`src/rtl/latch_write_arbiter_pkg.sv`:
```
// Shared definitions for latch-bank write controllers: FSM state codes.
package latch_write_arbiter_pkg;

  typedef logic [1:0] lwa_state_t;

  localparam logic [1:0] ST_IDLE   = 2'd0;
  localparam logic [1:0] ST_SETUP  = 2'd1;
  localparam logic [1:0] ST_STROBE = 2'd2;
  localparam logic [1:0] ST_HOLD   = 2'd3;

endpackage

```
`src/rtl/latch_write_arbiter_if.sv`:
```
// Requester / latch-bank bundle for the latch write arbiter.
interface latch_write_arbiter_if #(
  parameter int NUM_REQ = 4,
  parameter int DATA_W  = 8
);

  logic [NUM_REQ-1:0]        req;
  logic [NUM_REQ*DATA_W-1:0] req_data;
  logic [NUM_REQ-1:0]        gnt;
  logic [NUM_REQ-1:0]        ack;
  logic [DATA_W-1:0]         latch_d;
  logic                      latch_en;
  logic                      busy;

  // Requester side (drives requests, observes grants and the latch bank)
  modport master (
    output req, req_data,
    input  gnt, ack, latch_d, latch_en, busy
  );

  // Arbiter side
  modport slave (
    input  req, req_data,
    output gnt, ack, latch_d, latch_en, busy
  );

endinterface

```
`src/rtl/latch_write_arbiter_rr_priority_pick.sv`:
```
// Combinational round-robin pick: first set request at or after ptr, wrapping.
module rr_priority_pick
  import latch_write_arbiter_pkg::*;
#(
  parameter int NUM_REQ = 4
) (
  input  logic [NUM_REQ-1:0]         req,
  input  logic [$clog2(NUM_REQ)-1:0] ptr,
  output logic [NUM_REQ-1:0]         pick,
  output logic                       any
);

  // Scan NUM_REQ positions starting at ptr; the first hit wins
  always_comb begin
    pick = '0;
    any  = 1'b0;
    for (int i = 0; i < NUM_REQ; i++) begin
      if (!any && req[(int'(ptr) + i) % NUM_REQ]) begin
        pick[(int'(ptr) + i) % NUM_REQ] = 1'b1;
        any                             = 1'b1;
      end
    end
  end

endmodule

```
`src/rtl/latch_write_arbiter.sv`:
```
// Round-robin arbiter sharing one bank of level-sensitive latches among
// NUM_REQ requesters. Each write runs IDLE -> SETUP -> STROBE -> HOLD so the
// latch data is stable before, during and after the enable pulse.
module latch_write_arbiter
  import latch_write_arbiter_pkg::*;
#(
  parameter int NUM_REQ       = 4,
  parameter int DATA_W        = 8,
  parameter int STROBE_CYCLES = 2
) (
  input  logic                 clk,
  input  logic                 rst,
  latch_write_arbiter_if.slave bus
);

  localparam int PW = $clog2(NUM_REQ);
  localparam int CW = $clog2(STROBE_CYCLES + 1);

  lwa_state_t          state_q, state_d;
  logic [PW-1:0]       ptr_q, ptr_d;
  logic [PW-1:0]       win_q, win_d;
  logic [CW-1:0]       cnt_q, cnt_d;
  logic [NUM_REQ-1:0]  gnt_q, gnt_d;
  logic [NUM_REQ-1:0]  ack_q, ack_d;
  logic [DATA_W-1:0]   latch_d_q, latch_d_d;
  logic                latch_en_q, latch_en_d;
  logic                busy_q, busy_d;

  logic [NUM_REQ-1:0]  pick;
  logic                pick_any;
  logic [PW-1:0]       pick_idx;
  logic [DATA_W-1:0]   data_arr [NUM_REQ];

  rr_priority_pick #(.NUM_REQ(NUM_REQ)) u_pick (
    .req  (bus.req),
    .ptr  (ptr_q),
    .pick (pick),
    .any  (pick_any)
  );

  // Encode the one-hot pick and split the flat data bus per requester
  always_comb begin
    pick_idx = '0;
    for (int i = 0; i < NUM_REQ; i++) begin
      data_arr[i] = bus.req_data[i*DATA_W +: DATA_W];
      if (pick[i]) pick_idx = PW'(i);
    end
  end

  // Write sequencer: latch_d only ever changes in IDLE, so it is frozen
  // from SETUP through HOLD and never moves while latch_en is high
  always_comb begin
    state_d    = state_q;
    ptr_d      = ptr_q;
    win_d      = win_q;
    cnt_d      = cnt_q;
    gnt_d      = gnt_q;
    ack_d      = '0;
    latch_d_d  = latch_d_q;
    latch_en_d = latch_en_q;
    busy_d     = busy_q;
    case (state_q)
      ST_IDLE: begin
        if (pick_any) begin
          state_d   = ST_SETUP;
          win_d     = pick_idx;
          latch_d_d = data_arr[pick_idx];
          gnt_d     = pick;
          busy_d    = 1'b1;
        end
      end
      ST_SETUP: begin
        state_d    = ST_STROBE;
        latch_en_d = 1'b1;
        cnt_d      = '0;
      end
      ST_STROBE: begin
        if (cnt_q == CW'(STROBE_CYCLES - 1)) begin
          state_d    = ST_HOLD;
          latch_en_d = 1'b0;
          ack_d      = gnt_q;
          cnt_d      = '0;
        end else begin
          cnt_d = cnt_q + 1'b1;
        end
      end
      default: begin
        state_d = ST_IDLE;
        gnt_d   = '0;
        busy_d  = 1'b0;
        ptr_d   = (win_q == PW'(NUM_REQ - 1)) ? '0 : win_q + 1'b1;
      end
    endcase
  end

  // State and registered outputs; reset drops the enable and grant at once
  always_ff @(posedge clk or posedge rst) begin
    if (rst) begin
      state_q    <= ST_IDLE;
      ptr_q      <= '0;
      win_q      <= '0;
      cnt_q      <= '0;
      gnt_q      <= '0;
      ack_q      <= '0;
      latch_d_q  <= '0;
      latch_en_q <= 1'b0;
      busy_q     <= 1'b0;
    end else begin
      state_q    <= state_d;
      ptr_q      <= ptr_d;
      win_q      <= win_d;
      cnt_q      <= cnt_d;
      gnt_q      <= gnt_d;
      ack_q      <= ack_d;
      latch_d_q  <= latch_d_d;
      latch_en_q <= latch_en_d;
      busy_q     <= busy_d;
    end
  end

  assign bus.gnt      = gnt_q;
  assign bus.ack      = ack_q;
  assign bus.latch_d  = latch_d_q;
  assign bus.latch_en = latch_en_q;
  assign bus.busy     = busy_q;

endmodule

```
`src/flat_wrapper.sv`:
```
// flat-port wrapper written by rule: the top's interface ports become plain ports
module latch_write_arbiter_flat import latch_write_arbiter_pkg::*;
#(
  parameter int NUM_REQ       = 4,
  parameter int DATA_W        = 8,
  parameter int STROBE_CYCLES = 2
)
  (clk, rst, bus_req, bus_req_data, bus_gnt, bus_ack, bus_latch_d, bus_latch_en, bus_busy);
  latch_write_arbiter_if #(.NUM_REQ(NUM_REQ), .DATA_W(DATA_W)) bus_i ();
  input  logic clk;
  input  logic rst;
  input wire logic [$bits(bus_i.req)-1:0] bus_req;
  input wire logic [$bits(bus_i.req_data)-1:0] bus_req_data;
  output wire logic [$bits(bus_i.gnt)-1:0] bus_gnt;
  output wire logic [$bits(bus_i.ack)-1:0] bus_ack;
  output wire logic [$bits(bus_i.latch_d)-1:0] bus_latch_d;
  output wire logic [$bits(bus_i.latch_en)-1:0] bus_latch_en;
  output wire logic [$bits(bus_i.busy)-1:0] bus_busy;
  assign bus_i.req = bus_req;
  assign bus_i.req_data = bus_req_data;
  assign bus_gnt = bus_i.gnt;
  assign bus_ack = bus_i.ack;
  assign bus_latch_d = bus_i.latch_d;
  assign bus_latch_en = bus_i.latch_en;
  assign bus_busy = bus_i.busy;
  latch_write_arbiter #(.NUM_REQ(NUM_REQ), .DATA_W(DATA_W), .STROBE_CYCLES(STROBE_CYCLES)) u_core (.clk(clk), .rst(rst), .bus(bus_i));
endmodule
```
`config.mk`:
```
export PLATFORM = sky130hd
export DESIGN_NAME = latch_write_arbiter_flat
export DESIGN_NICKNAME = d
export VERILOG_FILES = /design/src/rtl/latch_write_arbiter_pkg.sv /design/src/rtl/latch_write_arbiter_if.sv /design/src/rtl/latch_write_arbiter_rr_priority_pick.sv /design/src/rtl/latch_write_arbiter.sv /design/src/flat_wrapper.sv
export SDC_FILE = /design/constraint.sdc
export NUM_CORES = 1
export LEC_CHECK = 0
export ABC_AREA = 1
export CAP_MARGIN = 25
export CORE_AREA = 2 2 97 75
export CTS_CLUSTER_SIZE = 12
export DETAILED_ROUTE_END_ITERATION = 10
export DIE_AREA = 0 0 99 77
export SYNTH_ARGS = -nofsm -noshare
export SYNTH_HDL_FRONTEND = slang
export SYNTH_SLANG_ARGS = --single-unit
```
`constraint.sdc`:
```
create_clock -name clk -period 5.1 [get_ports clk]
set_input_delay 0.51 -clock clk [delete_from_list [all_inputs] [get_ports clk]]
set_output_delay 0.51 -clock clk [all_outputs]
set_load 0.05 [all_outputs]
```
# Word-level counts from Yosys, hierarchy flattened
# Cells that the tools add are included.
[totals] out_inout_bits=18 regBits=26 inputBits=38 wordCells=105
[classes] n_lt_le_gt_ge=9 n_bitwise=8 eq_ne=6 n_reduce_logical=21 addsub=5 mux=47
[op_table] op="$mux W4" n=7
[op_table] op="$mux W1" n=18
[op_table] op="$bmux W8 S2" n=1
[op_table] op="$mux W8" n=2
[op_table] op="$lt A3 B4 Y1 const B" n=3
[op_table] op="$mux W2" n=6
[op_table] op="$or A4 B4 Y4" n=3
[op_table] op="$ge A3 B1 Y1 const B" n=3
[op_table] op="$bmux W1 S2" n=4
[op_table] op="$demux W1 S2" n=4
[op_table] op="$pmux W4 S2" n=1
[op_table] op="$reduce_and A2 Y1" n=4
[op_table] op="$reduce_or A2 Y1" n=4
[op_table] op="$logic_and A1 B1 Y1" n=7
[op_table] op="$add A2 B1 Y2 const B" n=3
[op_table] op="$pmux W2 S3" n=1
[op_table] op="$add A2 B2 Y2 const B" n=2
[op_table] op="$eq A2 B1 Y1 const B" n=2
[op_table] op="$eq A2 B2 Y1 const B" n=2
[op_table] op="$ne A2 B1 Y1 const B" n=2
[op_table] op="$pmux W1 S2" n=2
[op_table] op="$pmux W2 S2" n=1
[op_table] op="$and A1 B1 Y1 const A" n=3
[op_table] op="$ge A3 B3 Y1 const B" n=1
[op_table] op="other kinds (8)" n=10

# Logic depth before layout (Yosys ltp)
[depth] ltp_word=21 ltp_mapped=17

# Cells and area by module
# A second synthesis with hierarchy kept.
[unflattened] cells_unflattened=269 hier_area_um2=1901.8
[modules_own_cells] mod="latch_write_arbiter" area_each_um2=1482.7 n_inst=1 cells_per_inst=193 seq_area_each_um2=650.6
[modules_own_cells] mod="rr_priority_pick" area_each_um2=419.2 n_inst=1 cells_per_inst=76 seq_area_each_um2=0.0

# Worst setup path after synthesis
# Ideal clock, no wire load.
[synth_timing] kind="register -> register" startpoint="register u_core.ptr_q[0]" endpoint="register u_core.latch_d_q[3], in the netlist u_core.bus.latch_d[3]" arrival_time_ns=2.151 path_slack_ns=2.883 setup_ns=0.066 path_buffers=1 path_stages_with_launch=18 path_cell_list="dfrtp_1 -> inv_2 -> ha_1 -> inv_1 -> nand3_1 -> nand2_1 -> nand2_4 -> nor2_4 -> nand2_1 -> nand2_2 -> nor2_4 -> nand2_4 -> buf_12 -> a21oi_1 -> nand2_1 -> nand2_1 -> nand2_1 -> nand2_1"
[synth_via] elab_chain_cells=20 word_cells_on_any_way=65 classes_between="3 x add/sub; 8 x order compare; 33 x mux; 7 x bitwise; 14 x reduce/logical"
[synth_rtl] item="start, declared" line_no="latch_write_arbiter.sv:20" rtl="logic [PW-1:0] ptr_q, ptr_d;"
[synth_rtl] item="start signal, assigned" line_no="latch_write_arbiter.sv:110" rtl="ptr_q <= ptr_d;"
[synth_rtl] item="$add A2 B1 Y2" line_no="latch_write_arbiter_rr_priority_pick.sv:18, latch_write_arbiter_rr_priority_pick.sv:19"
[synth_rtl] item="$reduce_or A2 Y1 (no source line)"
[synth_rtl] item="$and A1 B1 Y1 (no source line)"
[synth_rtl] item="$lt A3 B4 Y1 (not written as such) / $ge A3 B1 Y1 (equally long branches)" line_no="latch_write_arbiter_rr_priority_pick.sv:19" rtl="pick[(int'(ptr) + i) % NUM_REQ] = 1'b1;"
[synth_rtl] item="$logic_and A1 B1 Y1 (not written as such)" line_no="latch_write_arbiter_rr_priority_pick.sv:19"
[synth_rtl] item="$mux W1 (not written as such)" line_no="latch_write_arbiter_rr_priority_pick.sv:19"
[synth_rtl] item="$demux W1 S2" line_no="latch_write_arbiter_rr_priority_pick.sv:19"
[synth_rtl] item="$or A4 B4 Y4 (no source line)"
[synth_rtl] item="[... 2 more ...]"
[synth_rtl] item="$mux W4" line_no="latch_write_arbiter_rr_priority_pick.sv:18" rtl="if (!any && req[(int'(ptr) + i) % NUM_REQ]) begin"
[synth_rtl] item="$or A4 B4 Y4 (no source line)"
[synth_rtl] item="$mux W4" line_no="latch_write_arbiter_rr_priority_pick.sv:18"
[synth_rtl] item="$mux W1" line_no="latch_write_arbiter.sv:46" rtl="if (pick[i]) pick_idx = PW'(i);"
[synth_rtl] item="$mux W2 (2 in a row)" line_no="latch_write_arbiter.sv:46"
[synth_rtl] item="$not A2 Y3 (not written as such)" line_no="latch_write_arbiter.sv:67" rtl="latch_d_d = data_arr[pick_idx];"
[synth_rtl] item="$bmux W8 S2" line_no="latch_write_arbiter.sv:67"
[synth_rtl] item="$mux W8 (not written as such) (2 in a row)" line_no="latch_write_arbiter.sv:67"
[synth_rtl] item="end signal, assigned" line_no="latch_write_arbiter.sv:115" rtl="latch_d_q <= latch_d_d;"
[synth_rtl] item="end, declared" line_no="latch_write_arbiter.sv:25" rtl="logic [DATA_W-1:0] latch_d_q, latch_d_d;"
# Parallel ways exist; a longest one is shown, timed or not. The select of a mux whose other input is x is not followed.
# A chain may end at the register's enable or synchronous reset.

# Worst setup path after layout
[layout_timing] startpoint="register u_core.ptr_q[1]" endpoint="register u_core.win_q[1]"
[layout_via] elab_chain_cells=15 word_cells_on_any_way=60 classes_between="3 x add/sub; 8 x order compare; 29 x mux; 6 x bitwise; 14 x reduce/logical"
[layout_rtl] item="$add A2 B1 Y2" line_no="latch_write_arbiter_rr_priority_pick.sv:18, latch_write_arbiter_rr_priority_pick.sv:19"
[layout_rtl] item="$reduce_or A2 Y1 (no source line)"
[layout_rtl] item="$and A1 B1 Y1 (no source line)"
[layout_rtl] item="$lt A3 B4 Y1 (not written as such) / $ge A3 B1 Y1 (equally long branches)" line_no="latch_write_arbiter_rr_priority_pick.sv:19"
[layout_rtl] item="$logic_and A1 B1 Y1 (not written as such)" line_no="latch_write_arbiter_rr_priority_pick.sv:19"
[layout_rtl] item="$mux W1 (not written as such)" line_no="latch_write_arbiter_rr_priority_pick.sv:19"
[layout_rtl] item="$demux W1 S2" line_no="latch_write_arbiter_rr_priority_pick.sv:19"
[layout_rtl] item="$or A4 B4 Y4 (no source line)"
[layout_rtl] item="$mux W4" line_no="latch_write_arbiter_rr_priority_pick.sv:18"
[layout_rtl] item="$or A4 B4 Y4 (no source line)"
[layout_rtl] item="$mux W4" line_no="latch_write_arbiter_rr_priority_pick.sv:18"
[layout_rtl] item="$or A4 B4 Y4 (no source line)"
[layout_rtl] item="$mux W4" line_no="latch_write_arbiter_rr_priority_pick.sv:18"
[layout_rtl] item="$mux W2 (2 in a row)" line_no="latch_write_arbiter.sv:46"
[layout_rtl] item="end signal, assigned" line_no="latch_write_arbiter.sv:111" rtl="win_q <= win_d;"
[layout_rtl] item="end, declared" line_no="latch_write_arbiter.sv:21" rtl="logic [PW-1:0] win_q, win_d;"
# Parallel ways exist; a longest one is shown, timed or not. The select of a mux whose other input is x is not followed.

==> flow_summary_export.csv <==
group,metric,value,unit
die,die_x,99,µm
synth,yosysWarningCount,0,
die,die_area,7620,µm²
placement,hpwl,3780,µm
routing,routed_via_density,4.40,
timing,finalCritPeriodShare,0.547,
synth,seq_area_frac_synth,0.332,
timing,rsz0062_at_grt,"false",
die,start_util,0.293,
clock_network,cts_tree,"built",
synth,synthCells,269,
worst_setup_path,crit_buf_inv,3,
worst_setup_path,cp_data_required_time,5.25,ns
routing,drt_iter0_markers,71,
timing,fmax,359,MHz
worst_setup_path,rr_endpoint,"u_core.win_q[1]",
timing,fin_setup_tns,0,ns
grt,antenna_found_initial,0,
worst_setup_path,path_depth,11,
routing,wl_per_cell,11.8,µm
die,die_h,77,µm
placement,portBuffers,55,
worst_setup_path,critPathMaxStageDelay,0.69,ns
grt,grt_pass1_wl,7770,µm
synth,synth_seq_cells,26,
worst_setup_path,r2r_slack,2.31,ns
routing,ant_nets,0,
clock_network,clock_latency,0.27,ns
worst_setup_path,path_cells,"inv_1 -> ha_1 -> inv_1 -> nand3_1 -> nand2_1 -> nand2_4 -> nor2_4 -> a31oi_2 -> inv_1 -> nand2_1 -> o21ai_0",
worst_setup_path,startpoint_type,"register",
run_status,status,"finished clean",
grt,grt_max_degree,22,
worst_setup_path,crit_slowest_cell,"a31oi_2",
timing,skew,0.00754,ns
synth,syn_area,1960,µm²
die,io_pins,56,
worst_setup_path,critPathArrivalTime,2.94,ns
worst_setup_path,crit-reg2reg-launch,"u_core.ptr_q[1]",
worst_setup_path,crit_end,"u_core.win_q[1]",
grt,track_usage,0.122,
worst_setup_path,critPathCaptureType,"register",
timing,drv_slew,0,
die,rows,26,
routing,wl,4790,µm
synth,syn_nets,317,
routing,drc_errors,0,
worst_hold_path,hp-class,"input port to async pin",
worst_setup_path,worstPathMaxFanout,21,
clock_network,cts.sinks,26,
clock_network,cts_buffer_depth,2,
clock_network,cts_setup_buffers,0,
final_layout,final_cell_mix,"79 x nand2_1, 55 x clkdlybuf4s50_1, 42 x inv_1, 26 x dfrtp_1, 20 x nor2_1",
final_layout,layout-drive-gt1-share,0.121,
grt,grt_pass1_vias,1684,
power_and_ir_drop,p_leak,1.30,nW
routing,first_pass_iters,7,
die,core-area,6670,µm²
final_layout,antennaDiodeCount,0,
clock_network,htreeDepth,1,
grt,overflow,0,
worst_setup_path,r2r_cells,11,
clock_network,path_clk_slew,0.09,ns
timing,fin_crit,2.79,ns
power_and_ir_drop,powerDensity,728,nW/µm²
timing,max_slew_margin,0.358,
clock_network,cts_hold_buf,0,
placement,gp_congestion,0.862,
clock_network,post_cts_resized,0,
final_layout,area_delta_synth_final,34.7,%
synth,synth_cell_types,32,
timing,hold_viol,0,
worst_setup_path,cpMostUsedCell,"inv_1",
timing,setup_viol,0,
worst_setup_path,crit_type,"register to register",
synth,syn_avg_cell_area,7.27,µm²
final_layout,final_core_util,0.395,
final_layout,nNetsFinal,373,
clock_network,cts-buffers-inserted,3,
flow_run,cap_violations,0,
worst_setup_path,crit_start,"u_core.ptr_q[1]",
routing,via_count,1789,
worst_setup_path,crit_family,"compound AO/OA/AOI/OAI gates",
final_layout,fill_cells,671,
power_and_ir_drop,ir_drop,194,µV
clock_network,cts_root_buf,"clkbuf_8",
timing,tightest_slew,0.960,ns
final_layout,final_common_cell,"nand2_1",
flip-flops by register name, summed over array words and instances (netlist names), 2 cells and up:
register            flops
u_core.bus.gnt          4
u_core.win_q            2
u_core.cnt_q            2
u_core.ptr_q            2
u_core.bus.latch_d      8
u_core.state_q          2
u_core.bus.ack          4
worst register-to-register path: stages (launching register included):
cell,delay [ns]
dfrtp_1,0.50
inv_1,0.21
ha_1,0.38
inv_1,0.08
nand3_1,0.08
nand2_1,0.11
nand2_4,0.11
nor2_4,0.05
a31oi_2,0.69
inv_1,0.27
nand2_1,0.11
o21ai_0,0.08
metrics by stage:
| stage | area [µm²] | setup slack (ns) | cells | hold slack (ns) | total power, mW |
|---|---|---|---|---|---|
| after floorplan | 1960 | 2.88 | 269 | 0.453 | 1.52 |
| after global placement | 2570 | 2.33 | 403 | 0.471 | 1.80 |
| after detailed placement | 2590 | 2.27 | 404 | 0.469 | 1.81 |
| after CTS | 2640 | 2.33 | 407 | 0.493 | 1.93 |
| after global routing | 2640 | 2.04 | 407 | 0.506 | 2.11 |
| final | 2640 | 2.31 | 407 | 0.487 | 1.92 |
how the worst min path moves through the flow:
stage                           from                    end  slack, ns  cells after the start
3_3_place_gp   u_core.bus.latch_d[6]  u_core.bus.latch_d[6]       0.47                      2
4_1_cts                          rst      u_core.bus.ack[2]       0.49                      2
6_report                         rst      u_core.bus.ack[2]       0.49                      2
3_5_place_dp   u_core.bus.latch_d[6]  u_core.bus.latch_d[6]       0.47                      2
5_1_grt                          rst      u_core.bus.ack[1]       0.51                      2
2_1_floorplan        u_core.cnt_q[0]        u_core.cnt_q[0]       0.45                      2
report_power, final:
| group | internal, mW | switching (mW) | leakage [nW] | total (mW) |
|---|---|---|---|---|
| Clock | 0.0529 | 0.0612 | 0.0216 | 0.114 |
| Sequential | 0.290 | 0.0568 | 0.330 | 0.347 |
| Combinational | 0.467 | 0.991 | 0.944 | 1.46 |
Yosys cell counts, drive strengths merged:
master / count / area [µm²]
nand2: 90 / 394
inv: 46 / 173
dfrtp: 26 / 651
nor2: 26 / 146
nand3: 21 / 120
o21ai: 15 / 78.8
a21oi: 12 / 90.1
ha: 10 / 125
buf: 5 / 52.6
nand4: 5 / 37.5
nand3b: 4 / 30.0
o22ai: 4 / 25.0
a21boi: 1 / 7.51
a221oi: 1 / 8.76
a31oi: 1 / 6.26
clkinv: 1 / 3.75
o31ai: 1 / 7.51
metal layers:
metal | global-route usage | routed length (µm) | vias to the layer above
li1 | - | - | 950
met1 | 0.178 | 2420 | 795
met2 | 0.192 | 2140 | 42
met3 | 0.0182 | 200 | 2
met4 | 0.0205 | 34 | 0
met5 | 0 | 0 | -
layout make-up:
| cell class | instances | area [µm²] | share of cell area |
|---|---|---|---|
| Clock buffer | 3 | 41.3 | 0.0157 |
| Inverter | 47 | 176 | 0.0670 |
| Multi-Input combinational cell | 191 | 1080 | 0.411 |
| Sequential cell | 26 | 651 | 0.247 |
| Tap cell | 84 | 105 | 0.0399 |
| Timing Repair Buffer | 56 | 578 | 0.219 |
cell families after synthesis:
logic type,synth area share
DFF,0.332
AOI/OAI and AO/OA,0.114
adders and majority gates,0.0639
and+or+nand+nor,0.372
buffers and inverters,0.117
Power figures use the tool's default switching activity.
